==> src/rtl/tl_phase_seq.sv <==
// -----------------------------------------------------------------------------
// tl_phase_seq -- N-phase traffic-light sequencer.
//
// Cycles the enabled green phases through GREEN -> YELLOW -> ALL_RED. Each
// state runs for a duration counted in ticks of an internal prescaler. At
// every ALL_RED expiry the sequencer may instead enter flashing-yellow mode or
// take a validated manual jump through an OVERRIDE hold.
//
// Parameters:
//   N_PHASES      number of green phases (2..16)
//   TW            width of every duration input, in ticks
//   CLK_PER_TICK  clk cycles per tick (>=1)
//   PW            phase index width (derived)
//
// Ports:
//   clk, rst_n    clock, asynchronous active-low reset
//   green_ticks   per-phase green duration, phase i at [i*TW +: TW]
//   yellow_ticks  yellow duration (all phases)
//   allred_ticks  all-red duration
//   ovr_ticks     override-hold duration
//   phase_en      phase participates in the normal cycle
//   jump_req      latched manual jump request (level)
//   jump_phase    requested jump target
//   flash_req     request flashing-yellow mode (level)
//   accept_jump   1-cycle pulse, clears the request upstream
//   jump_err      1-cycle pulse, request was invalid and dropped
//   st            0 ALL_RED, 1 GREEN, 2 YELLOW, 3 OVERRIDE, 4 FLASH
//   cur_phase     phase owning GREEN/YELLOW/OVERRIDE, last served otherwise
//   green_oh      one-hot green lamp (GREEN only)
//   yellow_oh     one-hot yellow lamp in YELLOW, all bits = blink in FLASH
//   phase_start   1-cycle pulse on every GREEN entry
// All outputs are registered.
// -----------------------------------------------------------------------------
module tl_phase_seq #(
   parameter int N_PHASES     = 4,
   parameter int TW           = 16,
   parameter int CLK_PER_TICK = 50_000_000,
   localparam int PW          = $clog2(N_PHASES)
) (
   input  logic                   clk,
   input  logic                   rst_n,
   input  logic [N_PHASES*TW-1:0] green_ticks,
   input  logic [TW-1:0]          yellow_ticks,
   input  logic [TW-1:0]          allred_ticks,
   input  logic [TW-1:0]          ovr_ticks,
   input  logic [N_PHASES-1:0]    phase_en,
   input  logic                   jump_req,
   input  logic [PW-1:0]          jump_phase,
   input  logic                   flash_req,
   output logic                   accept_jump,
   output logic                   jump_err,
   output logic [2:0]             st,
   output logic [PW-1:0]          cur_phase,
   output logic [N_PHASES-1:0]    green_oh,
   output logic [N_PHASES-1:0]    yellow_oh,
   output logic                   phase_start
);

   localparam int CW = (CLK_PER_TICK > 1) ? $clog2(CLK_PER_TICK) : 1;
   localparam logic [CW-1:0] PRESC_MAX = CW'(CLK_PER_TICK - 1);
   localparam logic [PW-1:0] LAST_PHASE = PW'(N_PHASES - 1);

   typedef enum logic [2:0] {
      S_ALL_RED  = 3'd0,
      S_GREEN    = 3'd1,
      S_YELLOW   = 3'd2,
      S_OVERRIDE = 3'd3,
      S_FLASH    = 3'd4
   } state_t;

   // A zero duration behaves as a single tick.
   function automatic logic [TW-1:0] dur_fix(input logic [TW-1:0] d);
      return (d == {TW{1'b0}}) ? {{(TW-1){1'b0}}, 1'b1} : d;
   endfunction

   function automatic logic [N_PHASES-1:0] onehot(input logic [PW-1:0] p);
      return {{(N_PHASES-1){1'b0}}, 1'b1} << p;
   endfunction

   state_t                state_r, state_nx_s;
   logic [PW-1:0]         cur_phase_r, cur_nx_s;
   logic                  blink_r, blink_nx_s;
   logic [N_PHASES-1:0]   green_r, green_nx_s;
   logic [N_PHASES-1:0]   yellow_r, yellow_nx_s;
   logic                  accept_r, acc_nx_s;
   logic                  err_r, err_nx_s;
   logic                  start_r, start_nx_s;

   logic [CW-1:0]         presc_r;
   logic [TW-1:0]         rem_r;
   logic                  init_r;
   logic [TW-1:0]         rem_eff_s;
   logic                  tick_s;
   logic                  expire_s;
   logic                  load_s;
   logic [TW-1:0]         dur_s;

   logic [PW-1:0]         nxt_phase_s;
   logic                  nxt_found_s;
   logic [PW:0]           sum_s;
   logic                  jump_ok_s;

   // Right after reset the remaining count comes straight from allred_ticks,
   // so the first ALL_RED behaves as if loaded at reset.
   assign rem_eff_s = init_r ? dur_fix(allred_ticks) : rem_r;
   assign tick_s    = (presc_r == PRESC_MAX);
   assign expire_s  = tick_s && (rem_eff_s == {{(TW-1){1'b0}}, 1'b1});
   assign jump_ok_s = ({1'b0, jump_phase} < (PW+1)'(N_PHASES)) && phase_en[jump_phase];

   // Next enabled phase after cur_phase, wrapping; may return cur_phase itself.
   always_comb begin
      nxt_found_s = 1'b0;
      nxt_phase_s = cur_phase_r;
      sum_s       = {(PW+1){1'b0}};
      for (int k = 1; k <= N_PHASES; k++) begin
         sum_s = {1'b0, cur_phase_r} + (PW+1)'(k);
         if (sum_s >= (PW+1)'(N_PHASES)) begin
            sum_s = sum_s - (PW+1)'(N_PHASES);
         end else begin
            sum_s = sum_s;
         end
         if (!nxt_found_s && phase_en[sum_s[PW-1:0]]) begin
            nxt_found_s = 1'b1;
            nxt_phase_s = sum_s[PW-1:0];
         end else begin
            nxt_found_s = nxt_found_s;
         end
      end
   end

   // Next-state, next-phase, entry duration and pulse decode.
   always_comb begin
      state_nx_s = state_r;
      cur_nx_s   = cur_phase_r;
      blink_nx_s = blink_r;
      load_s     = 1'b0;
      dur_s      = allred_ticks;
      acc_nx_s   = 1'b0;
      err_nx_s   = 1'b0;
      start_nx_s = 1'b0;
      case (state_r)
         S_GREEN: begin
            if (expire_s) begin
               state_nx_s = S_YELLOW;
               load_s     = 1'b1;
               dur_s      = yellow_ticks;
            end else begin
               state_nx_s = S_GREEN;
            end
         end
         S_YELLOW: begin
            if (expire_s) begin
               state_nx_s = S_ALL_RED;
               load_s     = 1'b1;
               dur_s      = allred_ticks;
            end else begin
               state_nx_s = S_YELLOW;
            end
         end
         S_ALL_RED: begin
            if (!expire_s) begin
               state_nx_s = S_ALL_RED;
            end else if (flash_req) begin
               // Pending jump stays pending while flashing.
               state_nx_s = S_FLASH;
               load_s     = 1'b1;
               dur_s      = {{(TW-1){1'b0}}, 1'b1};
               blink_nx_s = 1'b1;
            end else if (jump_req && jump_ok_s) begin
               state_nx_s = S_OVERRIDE;
               cur_nx_s   = jump_phase;
               load_s     = 1'b1;
               dur_s      = ovr_ticks;
               acc_nx_s   = 1'b1;
            end else begin
               // Invalid request is consumed and flagged, then normal rotation.
               acc_nx_s = jump_req;
               err_nx_s = jump_req;
               load_s   = 1'b1;
               if (nxt_found_s) begin
                  state_nx_s = S_GREEN;
                  cur_nx_s   = nxt_phase_s;
                  dur_s      = green_ticks[nxt_phase_s*TW +: TW];
                  start_nx_s = 1'b1;
               end else begin
                  state_nx_s = S_ALL_RED;
                  dur_s      = allred_ticks;
               end
            end
         end
         S_OVERRIDE: begin
            if (expire_s) begin
               state_nx_s = S_GREEN;
               load_s     = 1'b1;
               dur_s      = green_ticks[cur_phase_r*TW +: TW];
               start_nx_s = 1'b1;
            end else begin
               state_nx_s = S_OVERRIDE;
            end
         end
         S_FLASH: begin
            if (tick_s && !flash_req) begin
               // Restart the rotation at phase 0 after the all-red.
               state_nx_s = S_ALL_RED;
               cur_nx_s   = LAST_PHASE;
               load_s     = 1'b1;
               dur_s      = allred_ticks;
               blink_nx_s = 1'b0;
            end else if (tick_s) begin
               blink_nx_s = ~blink_r;
            end else begin
               blink_nx_s = blink_r;
            end
         end
         default: begin
            state_nx_s = S_ALL_RED;
            cur_nx_s   = LAST_PHASE;
            load_s     = 1'b1;
            dur_s      = allred_ticks;
            blink_nx_s = 1'b0;
         end
      endcase
   end

   // Lamp decode from the next state so the lamps register with st.
   always_comb begin
      green_nx_s  = {N_PHASES{1'b0}};
      yellow_nx_s = {N_PHASES{1'b0}};
      case (state_nx_s)
         S_GREEN:  green_nx_s  = onehot(cur_nx_s);
         S_YELLOW: yellow_nx_s = onehot(cur_nx_s);
         S_FLASH:  yellow_nx_s = {N_PHASES{blink_nx_s}};
         default: begin
            green_nx_s  = {N_PHASES{1'b0}};
            yellow_nx_s = {N_PHASES{1'b0}};
         end
      endcase
   end

   // Prescaler and remaining-tick counter; both restart on every state entry.
   always_ff @(posedge clk or negedge rst_n) begin
      if (!rst_n) begin
         presc_r <= {CW{1'b0}};
         rem_r   <= {TW{1'b0}};
         init_r  <= 1'b1;
      end else if (load_s) begin
         presc_r <= {CW{1'b0}};
         rem_r   <= dur_fix(dur_s);
         init_r  <= 1'b0;
      end else if (tick_s) begin
         presc_r <= {CW{1'b0}};
         rem_r   <= rem_eff_s - {{(TW-1){1'b0}}, 1'b1};
         init_r  <= 1'b0;
      end else begin
         presc_r <= presc_r + {{(CW-1){1'b0}}, 1'b1};
         rem_r   <= rem_eff_s;
         init_r  <= 1'b0;
      end
   end

   // State, phase and registered outputs.
   always_ff @(posedge clk or negedge rst_n) begin
      if (!rst_n) begin
         state_r     <= S_ALL_RED;
         cur_phase_r <= LAST_PHASE;
         blink_r     <= 1'b0;
         green_r     <= {N_PHASES{1'b0}};
         yellow_r    <= {N_PHASES{1'b0}};
         accept_r    <= 1'b0;
         err_r       <= 1'b0;
         start_r     <= 1'b0;
      end else begin
         state_r     <= state_nx_s;
         cur_phase_r <= cur_nx_s;
         blink_r     <= blink_nx_s;
         green_r     <= green_nx_s;
         yellow_r    <= yellow_nx_s;
         accept_r    <= acc_nx_s;
         err_r       <= err_nx_s;
         start_r     <= start_nx_s;
      end
   end

   assign st          = state_r;
   assign cur_phase   = cur_phase_r;
   assign green_oh    = green_r;
   assign yellow_oh   = yellow_r;
   assign accept_jump = accept_r;
   assign jump_err    = err_r;
   assign phase_start = start_r;

endmodule

==> config.mk <==
export PLATFORM = sky130hd
export DESIGN_NAME = tl_phase_seq
export DESIGN_NICKNAME = d
export VERILOG_FILES = /design/src/rtl/tl_phase_seq.sv
export SDC_FILE = /design/constraint.sdc
export NUM_CORES = 1
export LEC_CHECK = 0
export CAP_MARGIN = 5
export CORE_MARGIN = 10
export CORE_UTILIZATION = 40
export CTS_CLUSTER_DIAMETER = 30
export DETAILED_ROUTE_END_ITERATION = 8
export HOLD_SLACK_MARGIN = 0.15
export PLACE_DENSITY = 0.7
export SYNTH_ARGS = -nofsm -noshare
export SYNTH_HDL_FRONTEND = slang
export SYNTH_SLANG_ARGS = --single-unit
==> constraint.sdc <==
create_clock -name clk -period 2.85 [get_ports clk]
set_input_delay 0.855 -clock clk [delete_from_list [all_inputs] [get_ports clk]]
set_output_delay 0.855 -clock clk [all_outputs]
set_load 0.1 [all_outputs]
==> flow_metrics.py <==
metrics = {
    "logic_synthesis": {
        "synth_cells": 634,
        "ys_seq_area_share_pct": 28.1,
        "yosysWarnings": 0,
        "yosysMostFrequentCell": "nor2_1",
        "synth_top_area_share_pct": 26.6,
        "synth_edf_count": 0,
        "synth_commonest_cells": "80 x nor2_1, 70 x nand2_1, 57 x dfrtp_1, 26 x o21ai_0, 24 x xor2_1",
        "yosysUniqueCellTypes": 75,
        "synthArstFlopShare_pct": 100,
        "synth_area_leaders": "dfrtp_1 27%, mux4_2 6.7%, nor2_1 5.6%, nand2_1 4.9%, mux2i_1 4.3%",
        "synth_ff_type": "dfrtp_1",
        "synth_top_cell_by_area": "dfrtp_1",
        "synth_area_mm2": 0.00536,
        "avgSynthCellArea_um2": 8.45,
        "synth_nets": 759,
        "synth_seq_cells": 60,
    },
    "clocking": {
        "clk_latency_ps": 330,
        "cts_buffers": 9,
        "clkTransAtPathRegs_ps": 50,
        "htreeDepth": 3,
        "clock-root-buffer": "clkbuf_16",
        "cts_tree": "yes",
        "cts_hold_repair.buffers": 0,
        "clockBufferDepth": 2,
        "cts_sinks": 60,
    },
    "global_routing": {
        "track_usage_pct": 24.0,
        "grt_overflow": 0,
        "grt_pass1_vias": 6757,
        "grt_max_degree": 38,
        "grt_antenna_before_repair": 1,
        "grt_pass1_wl_um": 35700,
    },
    "timing": {
        "slew_viol_final": 0,
        "fin_crit_sh_pct": 115,
        "worst_slew_pin_slew_ps": 681,
        "grt_setup_unrepaired": "yes",
        "setup_ws_ps": -420,
        "period_needed_ps": 3270,
        "slew-limit-headroom_pct": 53.9,
        "setup_violations": 50,
        "finalSetupTns_ps": -6190,
        "clock_skew_ps": 7.29,
        "fmax_mhz": 306,
        "finalHoldViolCount": 0,
    },
    "detailed_routing": {
        "ant_nets": 0,
        "vias": 6377,
        "drc": 0,
        "vias_per_cell": 5.81,
        "wl_per_cell_um": 21.2,
        "detail_route.iter0.violations": 378,
        "drt_pre_antenna_iters": 5,
        "wl_um": 23300,
    },
    "finish": {
        "fin_nets": 1042,
        "design_area_mm2": 0.00931,
        "antenna_cells": 0,
        "syn2layout_area_growth_pct": 73.7,
        "n_fill_cell": 989,
        "drive_above_1_share_pct": 39.9,
    },
    "power": {
        "total_power_uw": 2870,
        "peakVddDrop_mv": 0.319,
        "powerDensity_mw_per_mm2": 309,
        "power.leakage_uw": 0.00390,
    },
    "floorplanning": {
        "core_mm2": 0.0132,
        "die_w_um": 136,
        "io_pins": 138,
        "placementRows": 42,
        "dieArea_mm2": 0.0184,
        "fp.dieH_um": 136,
        "start_util_pct": 40.6,
    },
    "worst_setup_path": {
        "cp_data_required_time_ps": 3120,
        "critPathLaunchType": "input pin",
        "worst_setup_path_end_kind": "register",
        "critPathMaxFanout": 7,
        "cp.arrival_ps": 3540,
        "critPathKind": "input pin to register",
    },
    "place": {
        "dp_hpwl_um": 17300,
        "place_congestion": 0.982,
        "place_area_mm2": 0.00795,
        "io_buffer_count": 137,
    },
    "flow_run": {
        "maxCapViolations": 0,
    },
    "run_status": {
        "status": "complete, but fails checks",
        "failed_checks": "negative setup slack",
    },
    "worst_hold_path": {
        "hold_path_class": "register to register",
    },
}
-- metal layers --
layer | up-vias | GRT usage, % | routed length (µm)
met1 | 3071 | 28.9 | 9250
met3 | 62 | 6.16 | 1870
li1 | 2933 | - | -
met5 | - | 0 | 13
met2 | 309 | 41.2 | 11500
met4 | 2 | 7.06 | 630
-- final timing paths --
| check | start | to | slack (ps) | cells after the start |
|---|---|---|---|---|
| worst max-delay path | allred_ticks[3] | rem_r[0] | -420 | 12 |
| worst min-delay path | presc_r[0] | presc_r[0] | 490 | 1 |
| worst max register to register | init_r | rem_r[0] | -180 | 10 |
| worst min register to register | presc_r[0] | presc_r[0] | 490 | 1 |
| max in group asynchronous | rst_n | init_r | 1640 | 2 |
| min in group asynchronous | rst_n | st[1] | 530 | 1 |
-- critical path: stages --
cell,delay [ps]
buf_6,100
nor4_4,340
a41o_1,260
a21o_1,160
ha_2,200
nand2_4,60
buf_4,150
nor4_4,170
and4bb_4,350
o311ai_1,230
a2111oi_2,440
a32o_1,210
-- flip-flops by register name, indices dropped and copies added, names as in the netlist --
signal       flops
accept_jump      1
blink_r          1
cur_phase        2
green_oh         4
init_r           1
jump_err         1
phase_start      1
presc_r         26
rem_r           16
st               3
yellow_oh        4
-- cells in the final DEF, fill, tap and decap left out, drive strengths merged, types with 7 or more instances in the layout --
| cell | n |
|---|---|
| buf | 205 |
| clkdlybuf4s50 | 99 |
| nor2 | 80 |
| nand2 | 71 |
| dfrtp | 57 |
| o21ai | 40 |
| xor2 | 24 |
| mux2i | 23 |
| nor3 | 22 |
| a21oi | 22 |
| inv | 19 |
| nand4 | 19 |
| xnor2 | 16 |
| mux4 | 16 |
| clkbuf | 14 |
| nand3 | 13 |
| a31oi | 13 |
| nor4 | 13 |
| o221ai | 11 |
| and3 | 9 |
| o31ai | 9 |
| a21o | 8 |
| o221a | 8 |
| nand2b | 7 |
-- stage by stage --
stage	hold WS (ps)	util (%)	setup slack, ps	std cells
floorplan	455	-	-126	634
global placement	478	60.3	-1110	1053
detailed placement	487	60.3	-1220	1053
CTS	489	67.7	-281	1091
global route	507	70.6	-532	1098
finish	495	70.6	-420	1098
-- cells by family after synthesis --
logic type,count (synthesis),synth area share [%]
AO/OA/AOI/OAI,158,22.2
XOR/XNOR,40,6.54
adder cells (fa/ha/maj),3,0.701
buffers and inverters,60,5.02
flip-flops,60,28.1
multiplexers,45,12.3
other,1,0.0700
AND/OR/NAND/NOR,267,25.1
-- power by group --
part / internal (µW) / total, µW / switching [µW] / leakage (µW)
combinational: 378 / 684 / 306 / 0.00298
sequential: 884 / 908 / 24.1 / 0.000748
clock: 900 / 1280 / 383 / 0.000173
-- cell type report --
cell class	instances	area, µm²	area share [%]
repair buffers	313	2890	31.1
flip-flops and latches	60	1510	16.2
inverters	19	71.3	0.766
clock inverters	4	95.1	1.02
multi-input cells	514	4270	45.9
clock buffers	12	256	2.76
well taps	176	220	2.37
-- timing repair --
item | in CTS | in global routing
gates cloned | 3 | 1
setup buffers | 20 | 12
endpoints found under the setup margin | 59 | 58
resized for setup | 153 | 99
pin swaps | 28 | 37
(Power assumes the default switching activity.)
